--- src/rtl/slc3_mem_pkg.sv ---
// Shared types and constants for the SLC-3 SRAM access sequencer.
package slc3_mem_pkg;

  localparam int unsigned DATA_W   = 16;
  localparam int unsigned ADDR_W   = 16;
  localparam int unsigned ADDR_HI_W = 4;
  localparam int unsigned CNT_W    = 4;
  localparam int unsigned STROBE_W = 5;

  typedef enum logic [1:0] {
    IDLE   = 2'd0,
    SETUP  = 2'd1,
    ACCESS = 2'd2,
    DONE   = 2'd3
  } mem_state_t;

  typedef enum logic {
    CPU = 1'b0,
    DBG = 1'b1
  } req_id_t;

  // Active-low SRAM strobes, all deasserted.
  localparam logic [STROBE_W-1:0] STROBE_IDLE = 5'b11111;

  typedef struct packed {
    logic ce;
    logic ub;
    logic lb;
    logic oe;
    logic we;
  } strobe_t;

  // Access payload latched at grant.
  typedef struct packed {
    logic              we;
    logic [ADDR_W-1:0] addr;
    logic [DATA_W-1:0] wdata;
  } mem_req_t;

endpackage

--- src/rtl/rr_arbiter2.sv ---
// Two-requester arbiter for the SRAM port.
// Build option: define SRAM_CPU_PRIORITY_EN for fixed CPU priority on ties;
// otherwise ties alternate against last_grant_i (round-robin).
module rr_arbiter2
  import slc3_mem_pkg::*;
(
  input  logic    cpu_req_i,
  input  logic    dbg_req_i,
  input  logic    en_i,
  input  req_id_t last_grant_i,
  output logic    gnt_valid_c,
  output req_id_t gnt_id_c
);

  // Pick a winner among the active requests.
  always_comb begin
    gnt_valid_c = en_i && (cpu_req_i || dbg_req_i);
    gnt_id_c    = CPU;
    if (cpu_req_i && dbg_req_i) begin
`ifdef SRAM_CPU_PRIORITY_EN
      gnt_id_c = CPU;
`else
      gnt_id_c = (last_grant_i == CPU) ? DBG : CPU;
`endif
    end else if (dbg_req_i) begin
      gnt_id_c = DBG;
    end
  end

`ifdef SRAM_CPU_PRIORITY_EN
  // Fixed priority ignores the grant history.
  logic unused_last_grant;
  assign unused_last_grant = last_grant_i;
`endif

endmodule

--- src/rtl/sram_access_arbiter.sv ---
// SLC-3 SRAM access sequencer: shares one SRAM port between the CPU and a
// debug/loader port and generates fixed-timing active-low strobes.
// Build option: SRAM_CPU_PRIORITY_EN (see rr_arbiter2) selects fixed CPU priority.
module sram_access_arbiter
  import slc3_mem_pkg::*;
#(
  parameter int unsigned          WAIT_CYCLES = 2,
  parameter logic [ADDR_HI_W-1:0] ADDR_HI     = 4'h0
) (
  input  logic                        Clk,
  input  logic                        Reset,
  input  logic                        cpu_req,
  input  logic                        cpu_we,
  input  logic [ADDR_W-1:0]           cpu_addr,
  input  logic [DATA_W-1:0]           cpu_wdata,
  output logic                        cpu_ack,
  output logic [DATA_W-1:0]           cpu_rdata,
  input  logic                        dbg_req,
  input  logic                        dbg_we,
  input  logic [ADDR_W-1:0]           dbg_addr,
  input  logic [DATA_W-1:0]           dbg_wdata,
  output logic                        dbg_ack,
  output logic [DATA_W-1:0]           dbg_rdata,
  output logic                        busy,
  output logic                        Mem_CE,
  output logic                        Mem_UB,
  output logic                        Mem_LB,
  output logic                        Mem_OE,
  output logic                        Mem_WE,
  output logic [ADDR_HI_W+ADDR_W-1:0] ADDR,
  output logic [DATA_W-1:0]           Data_to_SRAM,
  input  logic [DATA_W-1:0]           Data_from_SRAM
);

  mem_state_t        state_q,      state_d;
  logic [CNT_W-1:0]  cnt_q,        cnt_d;
  req_id_t           owner_q,      owner_d;
  req_id_t           last_grant_q, last_grant_d;
  mem_req_t          lat_q,        lat_d;
  strobe_t           strobe_q,     strobe_d;
  logic              cpu_ack_q,    cpu_ack_d;
  logic              dbg_ack_q,    dbg_ack_d;
  logic              busy_q,       busy_d;
  logic [DATA_W-1:0] cpu_rdata_q,  cpu_rdata_d;
  logic [DATA_W-1:0] dbg_rdata_q,  dbg_rdata_d;

  logic    gnt_valid_c;
  req_id_t gnt_id_c;

  // Arbitration is only consulted while idle.
  rr_arbiter2 u_arb (
    .cpu_req_i    (cpu_req),
    .dbg_req_i    (dbg_req),
    .en_i         (state_q == IDLE),
    .last_grant_i (last_grant_q),
    .gnt_valid_c  (gnt_valid_c),
    .gnt_id_c     (gnt_id_c)
  );

  // State register and registered outputs; reset aborts any access in flight.
  always_ff @(posedge Clk or negedge Reset) begin
    if (!Reset) begin
      state_q      <= IDLE;
      cnt_q        <= '0;
      owner_q      <= CPU;
      last_grant_q <= DBG;
      lat_q        <= '0;
      strobe_q     <= strobe_t'(STROBE_IDLE);
      cpu_ack_q    <= 1'b0;
      dbg_ack_q    <= 1'b0;
      busy_q       <= 1'b0;
      cpu_rdata_q  <= '0;
      dbg_rdata_q  <= '0;
    end else begin
      state_q      <= state_d;
      cnt_q        <= cnt_d;
      owner_q      <= owner_d;
      last_grant_q <= last_grant_d;
      lat_q        <= lat_d;
      strobe_q     <= strobe_d;
      cpu_ack_q    <= cpu_ack_d;
      dbg_ack_q    <= dbg_ack_d;
      busy_q       <= busy_d;
      cpu_rdata_q  <= cpu_rdata_d;
      dbg_rdata_q  <= dbg_rdata_d;
    end
  end

  // Next-state, latches, read capture and next-cycle strobes/acks.
  always_comb begin
    state_d      = state_q;
    cnt_d        = cnt_q;
    owner_d      = owner_q;
    last_grant_d = last_grant_q;
    lat_d        = lat_q;
    strobe_d     = strobe_t'(STROBE_IDLE);
    cpu_ack_d    = 1'b0;
    dbg_ack_d    = 1'b0;
    cpu_rdata_d  = cpu_rdata_q;
    dbg_rdata_d  = dbg_rdata_q;

    case (state_q)
      IDLE: begin
        if (gnt_valid_c) begin
          state_d      = SETUP;
          owner_d      = gnt_id_c;
          last_grant_d = gnt_id_c;
          if (gnt_id_c == CPU) begin
            lat_d = '{we: cpu_we, addr: cpu_addr, wdata: cpu_wdata};
          end else begin
            lat_d = '{we: dbg_we, addr: dbg_addr, wdata: dbg_wdata};
          end
        end
      end
      SETUP: begin
        state_d = ACCESS;
        cnt_d   = CNT_W'(WAIT_CYCLES);
      end
      ACCESS: begin
        if (cnt_q <= CNT_W'(1)) begin
          state_d = DONE;
          if (!lat_q.we) begin
            if (owner_q == CPU) cpu_rdata_d = Data_from_SRAM;
            else                dbg_rdata_d = Data_from_SRAM;
          end
        end else begin
          cnt_d = cnt_q - CNT_W'(1);
        end
      end
      DONE: begin
        state_d = IDLE;
      end
      default: begin
        state_d = IDLE;
      end
    endcase

    case (state_d)
      SETUP:   strobe_d = '{ce: 1'b0, ub: 1'b0, lb: 1'b0, oe: lat_d.we, we: 1'b1};
      ACCESS:  strobe_d = '{ce: 1'b0, ub: 1'b0, lb: 1'b0, oe: lat_d.we, we: ~lat_d.we};
      default: strobe_d = strobe_t'(STROBE_IDLE);
    endcase

    cpu_ack_d = (state_d == DONE) && (owner_d == CPU);
    dbg_ack_d = (state_d == DONE) && (owner_d == DBG);
    busy_d    = (state_d != IDLE);
  end

  assign cpu_ack      = cpu_ack_q;
  assign dbg_ack      = dbg_ack_q;
  assign cpu_rdata    = cpu_rdata_q;
  assign dbg_rdata    = dbg_rdata_q;
  assign busy         = busy_q;
  assign Mem_CE       = strobe_q.ce;
  assign Mem_UB       = strobe_q.ub;
  assign Mem_LB       = strobe_q.lb;
  assign Mem_OE       = strobe_q.oe;
  assign Mem_WE       = strobe_q.we;
  assign ADDR         = {ADDR_HI, lat_q.addr};
  assign Data_to_SRAM = lat_q.wdata;

endmodule

--- config.mk ---
export PLATFORM = sky130hd
export DESIGN_NAME = sram_access_arbiter
export DESIGN_NICKNAME = d
export VERILOG_FILES = /design/src/rtl/slc3_mem_pkg.sv /design/src/rtl/rr_arbiter2.sv /design/src/rtl/sram_access_arbiter.sv
export SDC_FILE = /design/constraint.sdc
export NUM_CORES = 1
export LEC_CHECK = 0
export CAP_MARGIN = 20
export CORE_ASPECT_RATIO = 1.4
export CORE_MARGIN = 1.5
export CORE_UTILIZATION = 46
export DETAILED_ROUTE_END_ITERATION = 10
export PLACE_DENSITY = 0.92
export SLEW_MARGIN = 20
export SYNTH_ARGS = -nofsm -noshare
export SYNTH_HDL_FRONTEND = slang
export SYNTH_HIERARCHICAL = 1
export SYNTH_SLANG_ARGS = --single-unit
--- constraint.sdc ---
create_clock -name Clk -period 4.1 [get_ports Clk]
set_input_delay 1.025 -clock Clk [delete_from_list [all_inputs] [get_ports Clk]]
set_output_delay 1.025 -clock Clk [all_outputs]
set_load 0.05 [all_outputs]
==> results.sh, run 1 <==
export IMPL_cts_root_buf="clkbuf_16"
export IMPL_status="completed"
export IMPL_syn_inst=320
export IMPL_cts_resized=0
export IMPL_drive_above_1_share_pct=13.32
export IMPL_synth_flop_cell="dfrtp_1"
export IMPL_synth_seq_cells=79
export IMPL_clockBufferDepth=2
export IMPL_cts_hold_fix_buffers=0
export IMPL_postCtsSetupBuffers=0
export IMPL_finalMaxSlewViolations=0
export IMPL_max_cap_violations=0
export IMPL_critPathMaxStageDelay_ns=0.81
export IMPL_io_pins=162
export IMPL_antenna_found_initial=0
export IMPL_worstPathRequired_ns=3.07
export IMPL_die_w_microns=80.30
export IMPL_synth_common_cells="dfrtp_1 (75), o21ai_0 (39), buf_4 (38), nand2_1 (34), mux2i_1 (33)"
export IMPL_place_congestion=0.8443
export IMPL_vias_per_cell=4.980
export IMPL_firstDrtPassIters=4
export IMPL_grt_pass1_vias=2912
export IMPL_clock_sinks=79
export IMPL_r2r_cells=5
export IMPL_whs_path_depth=2
export IMPL_grt_max_degree=80
export IMPL_tightest_slew_ns=0.9872
export IMPL_clkLatencyLatePin_ns=0.33
export IMPL_die_y_microns=111.2
export IMPL_floorplan_initialDensity_pct=47.21
export IMPL_rsz0062_at_grt="false"
export IMPL_netlist_top_cells_area="dfrtp_1 (49%), mux2i_1 (8.6%), mux2_4 (7.8%)"
export IMPL_hp_class="reg -> reg"
export IMPL_num_vias=2714
export IMPL_slew_headroom_pct=34.19
export IMPL_synth_edf_count=0
export IMPL_diodes=0
export IMPL_fin_nets=533
export IMPL_io_buffers=157
export IMPL_dieArea_sq_um=8930
export IMPL_synth_area_per_cell_sq_um=12.02
export IMPL_netlist_area_sq_um=3847
export IMPL_async_reset_ff_share_pct=100.0
export IMPL_yosysTopAreaCell="dfrtp_1"
export IMPL_cp_top_family="buffers and inverters"
export IMPL_r2r_setup_slack_ns=1.67
export IMPL_critPathMaxFanout=3
export IMPL_worst_path_buf_inv=1
export IMPL_synth_seq_area_share_pct=51.51
export IMPL_clock_skew_ns=0.006588
export IMPL_r2r_start="state_q[0]"
export IMPL_htree_levels=3
export IMPL_criticalPathCategory="reg -> out"
export IMPL_crit_path_top_delay_cell="clkdlybuf4s50_1"
export IMPL_r2r_end="cpu_rdata[1]"
export IMPL_routedWlPerCell_microns=16.25
export IMPL_tritoncts="done"
export IMPL_path_cells="clkdlybuf4s50_1"
export IMPL_syn2layout_area_growth_pct=43.41
export IMPL_setup_viol=0
export IMPL_final_hold_viol_count=0
export IMPL_fmaxAchievable_mhz=368.1
export IMPL_post_dp_hpwl_mm=6.598
export IMPL_drc=0
export IMPL_hold_path_end="ADDR[14]"
export IMPL_fin_tns_setup_ns=0
export IMPL_yosysUniqueCellTypes=36
export IMPL_layout_worst_path_cycle_share_pct=66.26
export IMPL_rows=39
export IMPL_synth_most_common_cell="dfrtp_1"
export IMPL_p_leak_nw=2.512
export IMPL_cp_arrival_ns=1.69
export IMPL_fin_cells=545
export IMPL_period_needed_ns=2.717
export IMPL_grt_overflow=0
export IMPL_place_inst=529
export IMPL_drtAntennaViolNets=0
export IMPL_p_per_area_nw_per_um2=963.4
export IMPL_wirelength_mm=8.855
export IMPL_fp_coreArea_sq_um=8149
export IMPL_ir_drop_mv=0.7286
export IMPL_grt_pass1_wl_mm=14.20
export IMPL_path_clk_slew_ns=0.06
export IMPL_cts_buffers=9
export IMPL_hp_start="ADDR[14]"
export IMPL_yosys_warnings=6
export IMPL_synth_top_area_share_pct=48.78
export IMPL_end_kind="primary output"
export IMPL_drt_iter0_markers=142
export IMPL_track_usage_pct=20.88
export IMPL_cp_start_kind="flip-flop"
[metrics by stage]
step | power (mW) | cell area [sq um] | setup slack [ns] | utilization, % | hold WS [ns]
2_1_floorplan | 3.655 | 3859 | 1.874 | - | 0.4510
3_3_place_gp | 4.319 | 5172 | 1.310 | 63.47 | 0.4603
3_5_place_dp | 4.425 | 5172 | 1.238 | 63.47 | 0.4704
4_1_cts | 5.361 | 5518 | 1.371 | 67.71 | 0.4829
5_1_grt | 5.581 | 5518 | 1.347 | 67.71 | 0.5111
6_report | 5.316 | 5518 | 1.383 | 67.71 | 0.4784
[kinds of logic (layout without fill, tap and decap cells)]
family,Yosys count,after routing,synth area share [%]
other cells,1,4,0.09747
mux,66,66,20.20
compound gates,51,51,8.000
fa+ha+maj,9,9,2.927
flops,79,79,51.51
buf+inv,65,185,11.58
simple gates,49,49,5.691
[cell usage in the layout, fill, tap and decap left out, types with 2 or more instances in the layout]
cell	n
a2bb2oi_1	2
and2_1	2
buf_4	3
bufinv_16	3
clkbuf_16	9
clkdlybuf4s50_1	156
conb_1	4
dfrtp_1	75
dfstp_2	4
ha_1	9
inv_1	10
mux2_2	13
mux2_4	20
mux2i_1	33
nand2_1	33
nor2_1	2
nor2b_1	2
nor3_1	2
o21ai_0	39
or4_1	2
[cell type report]
type	count	area, sq um
clock buffers	9	225.2
clock inverters	7	120.1
fillers	596	2631
inverters	10	37.54
multi-input cells	179	1441
flip-flops and latches	79	1982
well taps	102	127.6
repair buffers	159	1584
[layer usage]
layer | global-route usage (%) | vias to the layer above | part of all wire, %
li1 | - | 1283 | -
met1 | 22.14 | 1300 | 37
met2 | 37.48 | 112 | 54
met3 | 5.350 | 19 | 6.1
met4 | 9.655 | 0 | 2.9
met5 | 0 | - | 0
[registers in the layout (all words and copies together), names as in the netlist]
| signal | count |
|---|---|
| busy | 1 |
| Mem_OE | 1 |
| ADDR | 16 |
| cnt_q | 4 |
| dbg_rdata | 16 |
| owner_q | 1 |
| Mem_CE | 1 |
| Data_to_SRAM | 16 |
| last_grant_q | 1 |
| dbg_ack | 1 |
| state_q | 2 |
| cpu_ack | 1 |
| lat_q | 1 |
| cpu_rdata | 16 |
| Mem_WE | 1 |
[power breakdown]
part / total (mW) / internal [mW] / switching (mW)
registers: 1.42 / 1.18 / 0.231
clock network: 0.906 / 0.596 / 0.310
logic: 2.99 / 1.10 / 1.89
total: 5.32 / 2.88 / 2.44
[worst max path at each step]
stage	cells past startpoint	endpoint	slack [ns]	from
after CTS	1	Mem_LB	1.37	Mem_CE
after detailed placement	7	Mem_WE	1.24	cpu_req
final	1	Mem_LB	1.38	Mem_CE
after global routing	1	Mem_LB	1.35	Mem_CE
after global placement	5	ADDR[1]	1.31	cpu_req
after floorplan	5	Mem_WE	1.87	dbg_req
(Power assumes the default switching activity.)
==> inputs of run 2 (changes only) <==
CORE_UTILIZATION = 39   (was 46)
PLACE_DENSITY = 0.83   (was 0.92)
clock period = 2.3 ns   (was 4.1 ns; I/O delays follow)
==> run 2 against run 1 <==
Routed wire length decreased by 3.6%; register-to-register slack got worse by 1.4 ns; flip-flop and latch count unchanged; largest cell class unchanged; final area increased by 1.7%; hold slack got worse by 0.24 ns; clock skew about the same; die area increased by 17%.
==> results.sh, run 2 (synthesis results as in run 1) <==
export IMPL_status="completed"
export IMPL_critPathMaxFanout=3
export IMPL_fin_nets=540
export IMPL_critPathMaxStageDelay_ns=0.80
export IMPL_wirelength_mm=8.532
export IMPL_io_pins=162
export IMPL_r2r_end="Mem_WE"
export IMPL_dieArea_sq_um=10480
export IMPL_io_buffers=157
export IMPL_tightest_slew_ns=0.5879
export IMPL_drt_iter0_markers=69
export IMPL_cp_start_kind="flip-flop"
export IMPL_fin_tns_setup_ns=0
export IMPL_slew_headroom_pct=60.81
export IMPL_seqPwrFrac_pct=26.9
export IMPL_floorplan_initialDensity_pct=40.45
export IMPL_internal_power_mw=5.001
export IMPL_fin_cells=583
export IMPL_layout_common_cells="clkdlybuf4s50_1 (156), dfrtp_1 (75), o21ai_0 (39)"
export IMPL_place_congestion=0.7824
export IMPL_switching_power_mw=4.307
export IMPL_clkLatencyLatePin_ns=0.33
export IMPL_worstPathRequired_ns=1.73
export IMPL_cp_num_cells=1
export IMPL_cp_top_family="buffers and inverters"
export IMPL_drtAntennaViolNets=0
export IMPL_fp_coreArea_sq_um=9512
export IMPL_r2r_cells=8
export IMPL_postLayoutSetupSlackWorst_ns=0.04359
export IMPL_path_cells="clkdlybuf4s50_1"
export IMPL_clockBufferDepth=2
export IMPL_place_inst=566
export IMPL_final_hold_viol_count=0
export IMPL_p_per_area_nw_per_um2=1659
export IMPL_end_kind="primary output"
export IMPL_clock_sinks=79
export IMPL_firstDrtPassIters=4
export IMPL_die_y_microns=120.5
export IMPL_clkPwrFrac_pct=15.4
export IMPL_hp_class="in -> async"
export IMPL_r2r_start="cnt_q[0]"
export IMPL_antenna_found_initial=1
export IMPL_grt_pass1_wl_mm=13.67
export IMPL_rsz0062_at_grt="false"
export IMPL_cp_arrival_ns=1.68
export IMPL_setup_viol=0
export IMPL_path_clk_slew_ns=0.06
export IMPL_clock_skew_ns=0.006427
export IMPL_period_needed_ns=2.256
export IMPL_drc=0
export IMPL_swShare_pct=46.28
export IMPL_postCtsSetupBuffers=0
export IMPL_die_w_microns=86.95
export IMPL_p_leak_nw=2.543
export IMPL_grt_max_degree=66
export IMPL_rows=42
export IMPL_layout_commonest_cell="clkdlybuf4s50_1"
export IMPL_post_dp_hpwl_mm=6.577
export IMPL_r2r_setup_slack_ns=0.24
export IMPL_num_vias=2656
export IMPL_layout_worst_path_cycle_share_pct=98.10
export IMPL_crit_path_top_delay_cell="clkdlybuf4s50_1"
export IMPL_tritoncts="done"
export IMPL_cts_root_buf="clkbuf_16"
export IMPL_drive_above_1_share_pct=14.67
export IMPL_vias_per_cell=4.556
export IMPL_routedWlPerCell_microns=14.63
export IMPL_cts_buffers=9
export IMPL_grt_pass1_vias=2813
export IMPL_preCtsSetupSlack_ns=-0.03726
export IMPL_max_cap_violations=0
export IMPL_grt_overflow=0
export IMPL_hold_ws_ns=0.2342
export IMPL_cts_hold_fix_buffers=0
export IMPL_fmaxAchievable_mhz=443.2
export IMPL_criticalPathCategory="reg -> out"
export IMPL_syn2layout_area_growth_pct=45.82
export IMPL_worst_path_buf_inv=1
export IMPL_htree_levels=3
export IMPL_p_comb_share_pct=57.7
export IMPL_ir_drop_mv=1.033
export IMPL_finalMaxSlewViolations=0
export IMPL_cts_resized=0
export IMPL_track_usage_pct=16.93
[run 2: cell types whose count changed in the layout (fill, tap and decap cells not counted), sizes merged]
cell / delta
buf: +7
clkinv: +1
diode: +1
bufinv: -2
clkbuf: +1
[run 2: cell type report]
class                           instances  area, sq um
Antenna cell                            1        2.502
Clock buffer                           10        239.0
Clock inverter                          6        68.82
Fill cell                             792         3901
Inverter                               10        37.54
Multi-Input combinational cell        179         1441
Sequential cell                        79         1982
Tap cell                              132        165.2
Timing Repair Buffer                  166         1674
[run 2: routing by layer]
metal,vias to the layer above,GRT usage [%],part of all wire [%]
li1,1296,-,-
met1,1252,19.13,39
met2,94,29.60,52
met3,14,4.778,7.2
met4,0,6.653,1.9
met5,-,0,0
[run 2: how the worst max path moves through the flow]
stage / from / endpoint
6_report: Mem_CE / Mem_UB
4_1_cts: Mem_CE / Mem_UB
3_5_place_dp: dbg_req / Mem_WE
5_1_grt: Mem_CE / Mem_UB
2_1_floorplan: cnt_q[0] / dbg_rdata[10]
3_3_place_gp: dbg_req / Mem_WE
[run 2: power groups by stage]
stage / sequential, mW / clock, mW / combinational, mW
6_report: 2.50 / 1.43 / 5.38
5_1_grt: 2.60 / 1.52 / 5.67
4_1_cts: 2.51 / 1.48 / 5.42
3_5_place_dp: 2.53 / 0 / 5.41
3_3_place_gp: 2.49 / 0 / 5.28
2_1_floorplan: 3.61 / 0 / 2.91
[run 2: metrics by stage]
step / total power [mW] / util, % / cell area [sq um]
5_1_grt: 9.795 / 58.96 / 5608
3_3_place_gp: 7.772 / 55.72 / 5300
2_1_floorplan: 6.515 / - / 3859
3_5_place_dp: 7.943 / 55.72 / 5300
4_1_cts: 9.410 / 58.96 / 5608
6_report: 9.308 / 58.98 / 5610
==> inputs of run 3 (changes only) <==
ABC_AREA = 1   (was not set)
CORE_UTILIZATION = 30   (was 39)
PLACE_DENSITY = 0.68   (was 0.83)
SETUP_SLACK_MARGIN = 0.4   (was not set)
==> run 3 against run 2 <==
Combinational power shrank 4.1%; global-route usage shrank 1.8 points; clock skew grew 0.0011 ns; core utilization shrank 15 points; area after synthesis shrank 1.3%; first-iteration DRC count grew 52%; non-clock buffer count shrank 4; via count grew 23%; cell count grew 23%; hold slack lost 0.035 ns; final area shrank 2.3%; die area grew 27%.
==> results.sh, run 3 <==
export IMPL_setup_viol=0
export IMPL_cp_startpoint="dbg_rdata[10]"
export IMPL_cts_root_buf="clkbuf_16"
export IMPL_yosys_warnings=6
export IMPL_diodes=0
export IMPL_fmaxAchievable_mhz=547.7
export IMPL_async_reset_ff_share_pct=100.0
export IMPL_period_needed_ns=1.826
export IMPL_ir_drop_mv=0.9714
export IMPL_synth_flop_cell="dfrtp_1"
export IMPL_syn2layout_area_growth_pct=44.33
export IMPL_tightest_slew_ns=0.5660
export IMPL_end_kind="primary output"
export IMPL_r2r_setup_slack_ns=0.59
export IMPL_grt_max_degree=44
export IMPL_synth_top_area_share_pct=49.41
export IMPL_synth_seq_area_share_pct=52.17
export IMPL_drc=0
export IMPL_layout_worst_path_cycle_share_pct=79.38
export IMPL_firstDrtPassIters=4
export IMPL_finalMaxSlewViolations=0
export IMPL_p_per_area_nw_per_um2=1674
export IMPL_place_congestion=0.7812
export IMPL_max_cap_violations=0
export IMPL_fin_cells=715
export IMPL_critPathCapture="dbg_rdata[10]"
export IMPL_worst_path_buf_inv=1
export IMPL_path_cells="dlygate4sd2_1"
export IMPL_cp_arrival_ns=1.25
export IMPL_drtAntennaViolNets=0
export IMPL_r2r_cells=11
export IMPL_fp_coreArea_sq_um=12370
export IMPL_clock_skew_ns=0.007551
export IMPL_grt_pass1_vias=3240
export IMPL_final_hold_viol_count=0
export IMPL_critPathMaxStageDelay_ns=0.58
export IMPL_synth_most_common_cell="nand2_1"
export IMPL_htree_levels=3
export IMPL_dieArea_sq_um=13360
export IMPL_synth_seq_cells=79
export IMPL_syn_inst=442
export IMPL_synth_edf_count=0
export IMPL_cp_num_cells=1
export IMPL_synth_area_per_cell_sq_um=8.594
export IMPL_vias_per_cell=4.552
export IMPL_track_usage_pct=15.13
export IMPL_cp_top_family="buffers and inverters"
export IMPL_r2r_end="Mem_WE"
export IMPL_status="completed"
export IMPL_path_clk_slew_ns=0.06
export IMPL_tritoncts="done"
export IMPL_grt_overflow=0
export IMPL_worstPathRequired_ns=1.73
export IMPL_antenna_found_initial=0
export IMPL_criticalPathCategory="reg -> out"
export IMPL_floorplan_initialDensity_pct=30.70
export IMPL_synth_common_cells="nand2_1 (113), dfrtp_1 (75), a21oi_1 (66), nor2_1 (43), buf_4 (42)"
export IMPL_cts_hold_fix_buffers=0
export IMPL_io_pins=162
export IMPL_num_vias=3255
export IMPL_io_buffers=157
export IMPL_critPathMaxFanout=2
export IMPL_drive_above_1_share_pct=8.319
export IMPL_clock_sinks=79
export IMPL_netlist_top_cells_area="dfrtp_1 (49%), nand2_1 (11%), a21oi_1 (8.7%)"
export IMPL_cp_start_kind="flip-flop"
export IMPL_hp_class="in -> async"
export IMPL_netlist_area_sq_um=3799
export IMPL_wirelength_mm=10.12
export IMPL_yosysUniqueCellTypes=25
export IMPL_power_mw=9.180
export IMPL_r2r_start="cnt_q[0]"
export IMPL_fin_tns_setup_ns=0
export IMPL_clockBufferDepth=2
export IMPL_rsz0062_at_grt="false"
export IMPL_place_inst=699
export IMPL_die_y_microns=136.1
export IMPL_slew_headroom_pct=62.42
export IMPL_layout_commonest_cell="nand2_1"
export IMPL_rows=48
export IMPL_drt_iter0_markers=105
export IMPL_die_w_microns=98.10
export IMPL_clkLatencyLatePin_ns=0.33
export IMPL_layout_common_cells="nand2_1 (113), clkdlybuf4s50_1 (84), dfrtp_1 (75)"
export IMPL_postLayoutSetupSlackWorst_ns=0.4743
export IMPL_routedWlPerCell_microns=14.15
export IMPL_cts_buffers=9
export IMPL_crit_path_top_delay_cell="dlygate4sd2_1"
export IMPL_p_leak_nw=2.594
export IMPL_grt_pass1_wl_mm=16.04
export IMPL_fin_nets=655
export IMPL_post_dp_hpwl_mm=7.558
export IMPL_preCtsSetupSlack_ns=0.2094
export IMPL_yosysTopAreaCell="dfrtp_1"
-- run 3: final cells by class --
class	count	area, sq um
Fill cell	1237	6889
Tap cell	150	187.7
Timing Repair Buffer	162	1548
Multi-Input combinational cell	287	1360
Clock inverter	6	92.59
Inverter	21	83.83
Sequential cell	79	1982
Clock buffer	10	229.0
-- run 3: timing repair --
action	CTS	global route
endpoints found under the setup margin	72	5
resized for setup	80	7
setup buffers	0	0
-- run 3: worst min-delay path by stage --
stage | slack [ns] | endpoint | startpoint | cells after the start
after global routing | 0.24 | cpu_rdata[0] | Reset | 1
after global placement | 0.45 | cpu_rdata[11] | cpu_rdata[11] | 2
after floorplan | 0.28 | ADDR[0] | Reset | 0
final | 0.20 | cpu_rdata[0] | Reset | 1
after CTS | 0.22 | cpu_rdata[0] | Reset | 1
after detailed placement | 0.46 | dbg_rdata[14] | dbg_rdata[14] | 2
-- run 3: report_power, final --
| group | total, mW | switching, mW | leakage, nW | internal (mW) |
|---|---|---|---|---|
| Clock | 1.52 | 0.558 | 0.150 | 0.958 |
| Combinational | 5.16 | 3.79 | 1.53 | 1.37 |
| Sequential | 2.51 | 0.381 | 0.915 | 2.12 |
| Total | 9.18 | 4.73 | 2.59 | 4.45 |
-- run 3: worst register-to-register path, stage by stage, from the launching register on --
cell	delay [ns]
dfrtp_1	0.40
inv_1	0.11
ha_1	0.18
inv_1	0.04
nand2_1	0.10
nand3_2	0.14
nor2_2	0.13
nor2_2	0.06
ha_1	0.30
inv_1	0.05
nor2_1	0.08
nand2_1	0.06
-- run 3: metrics by stage --
stage	util [%]	area [sq um]	hold slack [ns]
after CTS	44.21	5469	0.2166
after global routing	44.32	5483	0.2384
after detailed placement	42.25	5228	0.4582
after floorplan	-	3810	0.2794
after global placement	42.25	5228	0.4544
final	44.32	5483	0.1992
-- run 3: cell families after synthesis --
| family | Yosys count | share of synthesized area [%] |
|---|---|---|
| AOI/OAI and AO/OA | 73 | 9.717 |
| and+or+nand+nor | 201 | 22.27 |
| buffers and inverters | 79 | 12.78 |
| DFF | 79 | 52.17 |
| other | 1 | 0.09872 |
| adders and majority gates | 9 | 2.964 |
-- run 3: metal layers --
metal  wire length, microns  track usage [%]  share of wire, %
met1                   3930            16.92                39
met2                   5450            27.82                54
met3                    449            2.622               4.4
met4                    289            6.905               2.9
met5                      0                0                 0
